$ cat config.mk
export PLATFORM = sky130hd
export DESIGN_NAME = reg_file
export DESIGN_NICKNAME = d
export VERILOG_FILES = /design/src/rtl/reg_file.sv
export SDC_FILE = /design/constraint.sdc
export NUM_CORES = 1
export LEC_CHECK = 0
export CORE_ASPECT_RATIO = 0.6
export CORE_UTILIZATION = 62
export DETAILED_ROUTE_END_ITERATION = 12
export PLACE_DENSITY_LB_ADDON = 0.25
export SYNTH_ARGS = -nofsm -noshare
export SYNTH_HDL_FRONTEND = slang
export SYNTH_SLANG_ARGS = --single-unit
$ cat constraint.sdc
create_clock -name clk -period 4 [get_ports clk]
set_input_delay 0.6 -clock clk [delete_from_list [all_inputs] [get_ports clk]]
set_output_delay 0.6 -clock clk [all_outputs]
set_load 0.02 [all_outputs]
$ cat src/rtl/reg_file.sv
// TurtleMCU general-purpose register file with two combinational read ports,
// one write port and carry/zero flag register. Define REGFILE_BYPASS_EN for write-to-read forwarding.
module reg_file #(
    parameter  int WIDTH = 16,
    parameter  int DEPTH = 8,
    localparam int AW    = $clog2(DEPTH)
) (
    input  logic             clk,
    input  logic             rst_n,
    input  logic [AW-1:0]    rd_addr_a,
    output logic [WIDTH-1:0] rd_data_a,
    input  logic [AW-1:0]    rd_addr_b,
    output logic [WIDTH-1:0] rd_data_b,
    input  logic             wr_en,
    input  logic [AW-1:0]    wr_addr,
    input  logic [WIDTH-1:0] wr_data,
    input  logic             flag_we,
    input  logic             carry_in,
    input  logic             zero_in,
    output logic             carry_q,
    output logic             zero_q
);

    logic [WIDTH-1:0] regs [DEPTH];

    // Reset takes priority, so a write landing on a reset edge is discarded.
    always_ff @(posedge clk) begin
        if (!rst_n) begin
            for (int i = 0; i < DEPTH; i++) begin
                regs[i] <= '0;
            end
        end else if (wr_en) begin
            regs[wr_addr] <= wr_data;
        end
    end

    always_ff @(posedge clk) begin
        if (!rst_n) begin
            carry_q <= 1'b0;
            zero_q  <= 1'b0;
        end else if (flag_we) begin
            carry_q <= carry_in;
            zero_q  <= zero_in;
        end
    end

`ifdef REGFILE_BYPASS_EN
    logic fwd_ok;
    assign fwd_ok = rst_n && wr_en;

    always_comb begin
        rd_data_a = regs[rd_addr_a];
        if (fwd_ok && (wr_addr == rd_addr_a)) begin
            rd_data_a = wr_data;
        end
    end

    always_comb begin
        rd_data_b = regs[rd_addr_b];
        if (fwd_ok && (wr_addr == rd_addr_b)) begin
            rd_data_b = wr_data;
        end
    end
`else
    // Without forwarding a read of the register being written sees the old value.
    assign rd_data_a = regs[rd_addr_a];
    assign rd_data_b = regs[rd_addr_b];
`endif

endmodule

* Yosys cells after proc, flatten, opt, wreduce, memory -nomap -nowiden
Memory sizes are Yosys's and may differ from the RTL's.
Cells that the tools add are included.
** Cells by class
- Mux-type cells :: 7
- Reductions and logical operators :: 1
** Operator list (count)
- 2-to-1 mux 16 bit :: 1
- OR reduction 16 bit :: 1
- 2-to-1 mux 1 bit :: 5
- 2-to-1 mux 3 bit :: 1
** Storage, ports and cells
- Bits in registers :: 2
- RAM bits :: 128
- Bits of input ports :: 31
- Output and inout port bits :: 34
- Logic and storage cells :: 11
- Memories :: 1
** Memory list
- regs :: words 8, bits a word 16, rd ports 2, clocked after Yosys merged registers in 0, wr ports 8, line 24 : logic [WIDTH-1:0] regs [DEPTH];

* Longest topological paths before layout
Gate-level depths: netlist of the first run.
- Word-level depth :: 5
- Mapped depth :: 4
- Gate-level depth less buffers :: 2

* Worst setup path after synthesis of the first run
Ideal clock, no wire load.
- Path kind :: in2reg
- Start :: input port wr_addr[2]
- End :: memory regs[0][0] (enable)
- Library setup time :: 411 ps
- Data arrival time :: 2216 ps
- Data required time :: 3589 ps
- Setup slack :: 1373 ps
- Cell stages on the path :: 3
- Path buffers :: 1
- Path through :: or2_2 > clkbuf_1 > o21ai_0
** RTL lines
- start: declaration :: line 15 : input logic [AW-1:0] wr_addr,
- end: declaration :: line 24

* Final worst setup path of the first run
- Start :: input port rd_addr_b[2]
- End :: output port rd_data_b[3]
** Between the ends
- Longest elaborated chain between the ends :: 1
** RTL lines
- start: declaration :: line 12 : input logic [AW-1:0] rd_addr_b,
- memory read (8 x 16 bit)
- end: declaration :: line 13 : output logic [WIDTH-1:0] rd_data_b,
Every way passes these cells.

==> impl_metrics.toml, run 1 <==
[run_status]
outcome = "finished with violations"
violations = "design-rule violations"

[timing]
timing.fmax_mhz = 300
rsz0062_at_grt = "no"
fin_worst_skew_ns = 0
fin_tns_setup_ns = 0
worst_pin_slew_ns = 0.781
hold_viol = 0
holdWs_ns = 0.538
slew_headroom_pct = 47.9
fin_crit_ns = 3.34
period_share_pct = 83.4
slew_viol_final = 0
setup_viol = 0

[pwr]
power.density_mw_per_mm2 = 446
clkPwrFrac_pct = 40.8
p_int_w = 0.00281
p_sw_w = 0.000865
combPwrFrac_pct = 14.9
peakVddDrop_v = 0.000343
p_leak_nw = 2.75
swShare_pct = 23.5
power.share.sequential_pct = 44.3

[placed_design]
dpl.hpwl_mm = 10.3
gp_congestion = 0.799
place_area_mm2 = 0.00768
port_buffers = 64

[yosys]
synth_top_area_share_pct = 55.3
ys_ff_latch = 130
synth-simple-area-share_pct = 9.91
syn_inst = 436
synthTopCellsByArea = "edfxtp_1, mux4_1, nor3_1"
yosysUniqueCellTypes = 19
yosys.area.top_type = "edfxtp_1"
yosysWarnings = 0
syn-cell-area_mm2 = 0.00695
synth_top_family_by_area = "multiplexers"
ys_seq_area_share_pct = 55.9
synth_edf_count = 128
synthArstFlopShare_pct = 0
syn_nets = 467
synth-main-ff-cell = "edfxtp_1"
synth_compound_area_share_pct = 0.576
synth_common_cells = "edfxtp_1, nor3_1, mux4_1"
synthMuxAreaShare_pct = 29.3
synth-xor-area-share_pct = 0
synthAdderAreaFrac_pct = 0
syn_area_per_cell_um2 = 15.9

[hold_path]
min-delay-path-class = "flop to flop"
hold_start = "zero_q"
min_to = "zero_q"
worstHoldPathCells = 2

[critical_path]
r2r-end = "carry_q"
ff2ff_setup_slack_ns = 3.38
cp_max_fo = 32
worst-endpoint-required_ns = 3.40
critical_path_arrival_ns = 2.74
cp-startpoint = "rd_addr_b[2]"
critical_path_class = "primary input to output pin"
worst_setup_path_end_kind = "output pin"
critPathLaunchType = "primary input"
r2r-start = "carry_q"
r2r_cells = 2

[clocking]
clockBufferDepth = 2
cts.sinks = 130
cts_tree = "yes"
cts-resized-gates = 0
cts_made_buffers = 17
cts_root_buffer = "clkbuf_16"
clk_pin_slew_ns = 0.05
cts_hold_buffers = 0
htreeDepth = 4
clock_latency_ns = 0.42
cts_setup_buffers = 0

[detailed_routing]
via_per_inst = 7.14
drc = 3
drtIter0Drc = 523
routedWlPerCell_um = 27.3
antenna_left = 0
wl_mm = 17.5
vias = 4583
firstDrtPassIters = 11

[floorplanning]
num_rows = 29
die_h_um = 84.0
start_util_pct = 64.7
die_w_um = 139
design.die.area_mm2 = 0.0116
ios = 65
fp.coreArea_mm2 = 0.0107

[layout]
multiInputGateArea_mm2 = 0.00277
final_cell_area_mm2 = 0.00824
layout-drive-gt1-share_pct = 17.3
fillers = 611
antenna_cells = 0
area_growth_pct = 18.6
seq_area_mm2 = 0.00388
nets = 523

[global_routing]
grt_max_degree = 68
grtUsageTotal_pct = 32.5
grt_pass1_vias = 4652
grt_pass1_wl_mm = 27.0
grt-ovfl-total = 0
antenna_found_initial = 0

[run]
drv_cap = 0
==> power by group through the flow <==
stage | Clock, W | Sequential, W | Combinational (W)
3_3_place_gp | 0 | 0.00164 | 0.000528
4_1_cts | 0.00151 | 0.00163 | 0.000545
5_1_grt | 0.00157 | 0.00164 | 0.000573
3_5_place_dp | 0 | 0.00165 | 0.000541
2_1_floorplan | 0 | 0.00163 | 0.000336
6_report | 0.00150 | 0.00163 | 0.000547
==> layer usage <==
metal	share of wire [%]	up-vias	track usage, %	wire (um)
met3	12	32	10.5	2020
met2	46	334	47.9	8040
met4	1.8	0	11.0	313
met1	41	2285	46.4	7130
met5	0	-	0	0
li1	-	1932	-	-
==> logic make-up after synthesis <==
logic type,after synthesis
AOI/OAI and AO/OA,8
buffers and inverters,64
DFF,130
muxes,98
and+or+nand+nor,136
==> sequential cells by signal, summed over array words and instances, names as in the netlist <==
signal	count
regs	128
zero_q	1
carry_q	1
==> worst max path at each step <==
stage              endpoint  slack (ns)  cells after the start
2_1_floorplan    regs[0][0]        1.37                      3
3_3_place_gp   rd_data_a[4]        0.71                      5
3_5_place_dp   rd_data_b[3]        0.68                      5
4_1_cts        rd_data_b[3]        0.67                      5
5_1_grt        rd_data_b[3]        0.60                      5
6_report       rd_data_b[3]        0.66                      5
==> critical path, stage by stage <==
cell	delay (ns)
clkdlybuf4s50_1	0.45
buf_4	0.41
mux4_1	0.44
mux2_2	0.30
clkdlybuf4s50_1	0.53
==> cell usage in the layout (no fill, tap or decap) <==
cell             count
nand3_2              1
mux2_2              32
nor3_1             128
bufinv_16            3
o21ai_1              8
mux2i_1              2
clkbuf_16           17
buf_4               20
clkinv_2             2
clkbuf_1             4
buf_12               1
buf_2                2
mux4_2               8
nor2b_1              2
dfxtp_1              2
clkinv_1            20
clkdlybuf4s50_1     62
nand2b_1             2
or2_2                1
mux4_1              56
nand3b_1             1
nand2_1              1
edfxtp_1           128
==> layout make-up <==
| type | instances | area share (%) |
|---|---|---|
| timing repair buffer | 85 | 9.72 |
| sequential | 130 | 47.1 |
| tap | 139 | 2.11 |
| inverter | 16 | 0.729 |
| multi-input combinational | 242 | 33.6 |
| clock buffer | 21 | 5.35 |
| clock inverter | 9 | 1.40 |
==> metrics by stage <==
| step | std cells | utilization, % | power, W | worst slack [ns] |
|---|---|---|---|---|
| 3_5_place_dp | 612 | 71.5 | 0.00219 | 0.677 |
| 6_report | 642 | 76.7 | 0.00368 | 0.663 |
| 5_1_grt | 642 | 76.7 | 0.00378 | 0.604 |
| 2_1_floorplan | 436 | - | 0.00197 | 1.37 |
| 3_3_place_gp | 612 | 71.5 | 0.00217 | 0.712 |
| 4_1_cts | 642 | 76.7 | 0.00368 | 0.671 |
Note: power is estimated with default switching activity, not from simulation.
==> run 2, diff against run 1 <==
--- a/config.mk
+++ b/config.mk
@@ -6,7 +6,7 @@
 export NUM_CORES = 1
 export LEC_CHECK = 0
 export CORE_ASPECT_RATIO = 0.6
-export CORE_UTILIZATION = 62
+export CORE_UTILIZATION = 52
 export DETAILED_ROUTE_END_ITERATION = 12
 export PLACE_DENSITY_LB_ADDON = 0.25
 export SYNTH_ARGS = -nofsm -noshare
==> constraint.sdc (replaced) <==
create_clock -name clk -period 2.8 [get_ports clk]
set_input_delay 0.42 -clock clk [delete_from_list [all_inputs] [get_ports clk]]
set_output_delay 0.42 -clock clk [all_outputs]
set_load 0.02 [all_outputs]
==> run 2 against run 1 <==
Against the previous run: the run now ends clean; cell count up 7.0%; global-route usage down 6.0 points; sequential power up 42%; design area up 2.8%; via count down 2.5%; critical path type unchanged.
==> impl_metrics.toml, run 2 (synthesis gave the netlist of run 1 again) <==
[run_status]
outcome = "finished, final reports clean"

[pwr]
p_leak_nw = 2.86
finalPower_w = 0.00532
power.density_mw_per_mm2 = 628
peakVddDrop_v = 0.000514

[detailed_routing]
drtIter0Drc = 359
wl_mm = 17.0
firstDrtPassIters = 5
antenna_left = 0
routedWlPerCell_um = 24.8
via_per_inst = 6.51
vias = 4469
drc = 0

[critical_path]
worst-endpoint-required_ns = 2.38
max_stage_delay_ns = 0.55
critPathLaunchType = "primary input"
crit_slowest_cell = "clkdlybuf4s50_1"
critical_path_class = "primary input to output pin"
cp_max_fo = 32
r2r-end = "zero_q"
ff2ff_setup_slack_ns = 2.19
r2r-start = "zero_q"
critical_path_arrival_ns = 2.34
path_cells = "clkdlybuf4s50_1 > buf_12 > mux4_2 > mux2_2 > clkdlybuf4s50_1"
r2r_cells = 2
endpoint = "rd_data_b[7]"
cp_common_cell = "clkdlybuf4s50_1"
worst_setup_path_end_kind = "output pin"
cp-startpoint = "rd_addr_b[2]"

[run]
drv_cap = 0

[floorplanning]
ios = 65
die_h_um = 91.5
design.die.area_mm2 = 0.0138
fp.coreArea_mm2 = 0.0129
num_rows = 32
start_util_pct = 53.7
die_w_um = 151

[clocking]
htreeDepth = 4
cts_tree = "yes"
clk_pin_slew_ns = 0.06
clockBufferDepth = 2
clock_latency_ns = 0.42
cts.sinks = 130
cts_hold_buffers = 0
cts_made_buffers = 17
cts_root_buffer = "clkbuf_16"
cts_setup_buffers = 0

[timing]
fin_tns_setup_ns = 0
worst_pin_slew_ns = 0.561
fin_crit_ns = 2.76
slew_headroom_pct = 62.5
timing.fmax_mhz = 362
rsz0062_at_grt = "no"
hold_viol = 0
period_share_pct = 98.6
slew_viol_final = 0
setup_viol = 0
fin_worst_skew_ns = 0

[global_routing]
antenna_found_initial = 0
grt-ovfl-total = 0
grtUsageTotal_pct = 26.5
use_met2_pct = 41.3
use_met3_pct = 7.39
grt_pass1_vias = 4500
grt.busiest_layer = "met2"
grt_pass1_wl_mm = 25.7
use_met1_pct = 36.7
grt_max_degree = 57

[hold_path]
min-delay-path-class = "flop to flop"

[layout]
antenna_cells = 0
nets = 535
reg_top3 = "regs: 128 flops, carry_q: 1 flops, zero_q: 1 flops"
area_growth_pct = 21.9
largest-register = "regs"
final_cell_mix = "nor3_1, edfxtp_1, clkdlybuf4s50_1"
layout-drive-gt1-share_pct = 19.9
largest_register_ffs = 128

[placed_design]
dpl.hpwl_mm = 10.6
gp_congestion = 0.787
port_buffers = 64
## run 2: changes by cell type in the layout (fill, tap and decap cells not counted), sizes merged
cell           delta
buf              +12
clkbuf            -1
clkdlybuf4s50     -2
clkinv            +1
clkinvlp          +2
dlymetal6s2s      +2
## run 2: per-stage QoR
step	setup WS (ns)	utilization, %	hold WS (ns)	area, um^2	std cells
floorplan	0.353	-	0.589	6950	436
global placement	0.0336	61.0	0.501	7890	655
detailed placement	0.0238	61.0	0.520	7890	655
CTS	0.0139	65.5	0.543	8460	687
global route	0.00153	65.5	0.568	8470	687
finish	0.0404	65.5	0.532	8470	687
## run 2: report_power, final
group | total [W] | internal [W] | switching [W]
clock | 0.00220 | 0.00138 | 0.000814
sequential | 0.00232 | 0.00226 | 0.0000563
combinational | 0.000801 | 0.000403 | 0.000397
total | 0.00532 | 0.00405 | 0.00127
## run 2: critical path, delay by kind of cell
kind | cells | cell delay [ns]
buffers and inverters | 3 | 1.29
multiplexers | 2 | 0.61
## run 2: cell type report
class,count,area (um^2)
sequential,130,3880
tap,170,213
multi-input combinational,242,2770
clock inverter,12,140
clock buffer,20,437
inverter,16,60.1
fill,908,4460
timing repair buffer,97,971
## run 2: how the worst min path moves through the flow
| stage | cells past startpoint | slack [ns] | startpoint | endpoint |
|---|---|---|---|---|
| after global placement | 2 | 0.50 | carry_q | carry_q |
| after floorplan | 2 | 0.59 | carry_q | carry_q |
| after global routing | 2 | 0.57 | carry_q | carry_q |
| after CTS | 2 | 0.54 | carry_q | carry_q |
| final | 2 | 0.53 | carry_q | carry_q |
| after detailed placement | 2 | 0.52 | carry_q | carry_q |
## run 2: what timing repair did
action | CTS | global route
endpoints found under the setup margin | 0 | 2
hold endpoints to repair | 0 | 0
resized for setup | 0 | 2
## run 2: metal layers
layer | routed length, um | up-vias
li1 | - | 1963
met1 | 7240 | 2259
met2 | 8200 | 228
met3 | 1370 | 19
met4 | 223 | 0
met5 | 0 | -
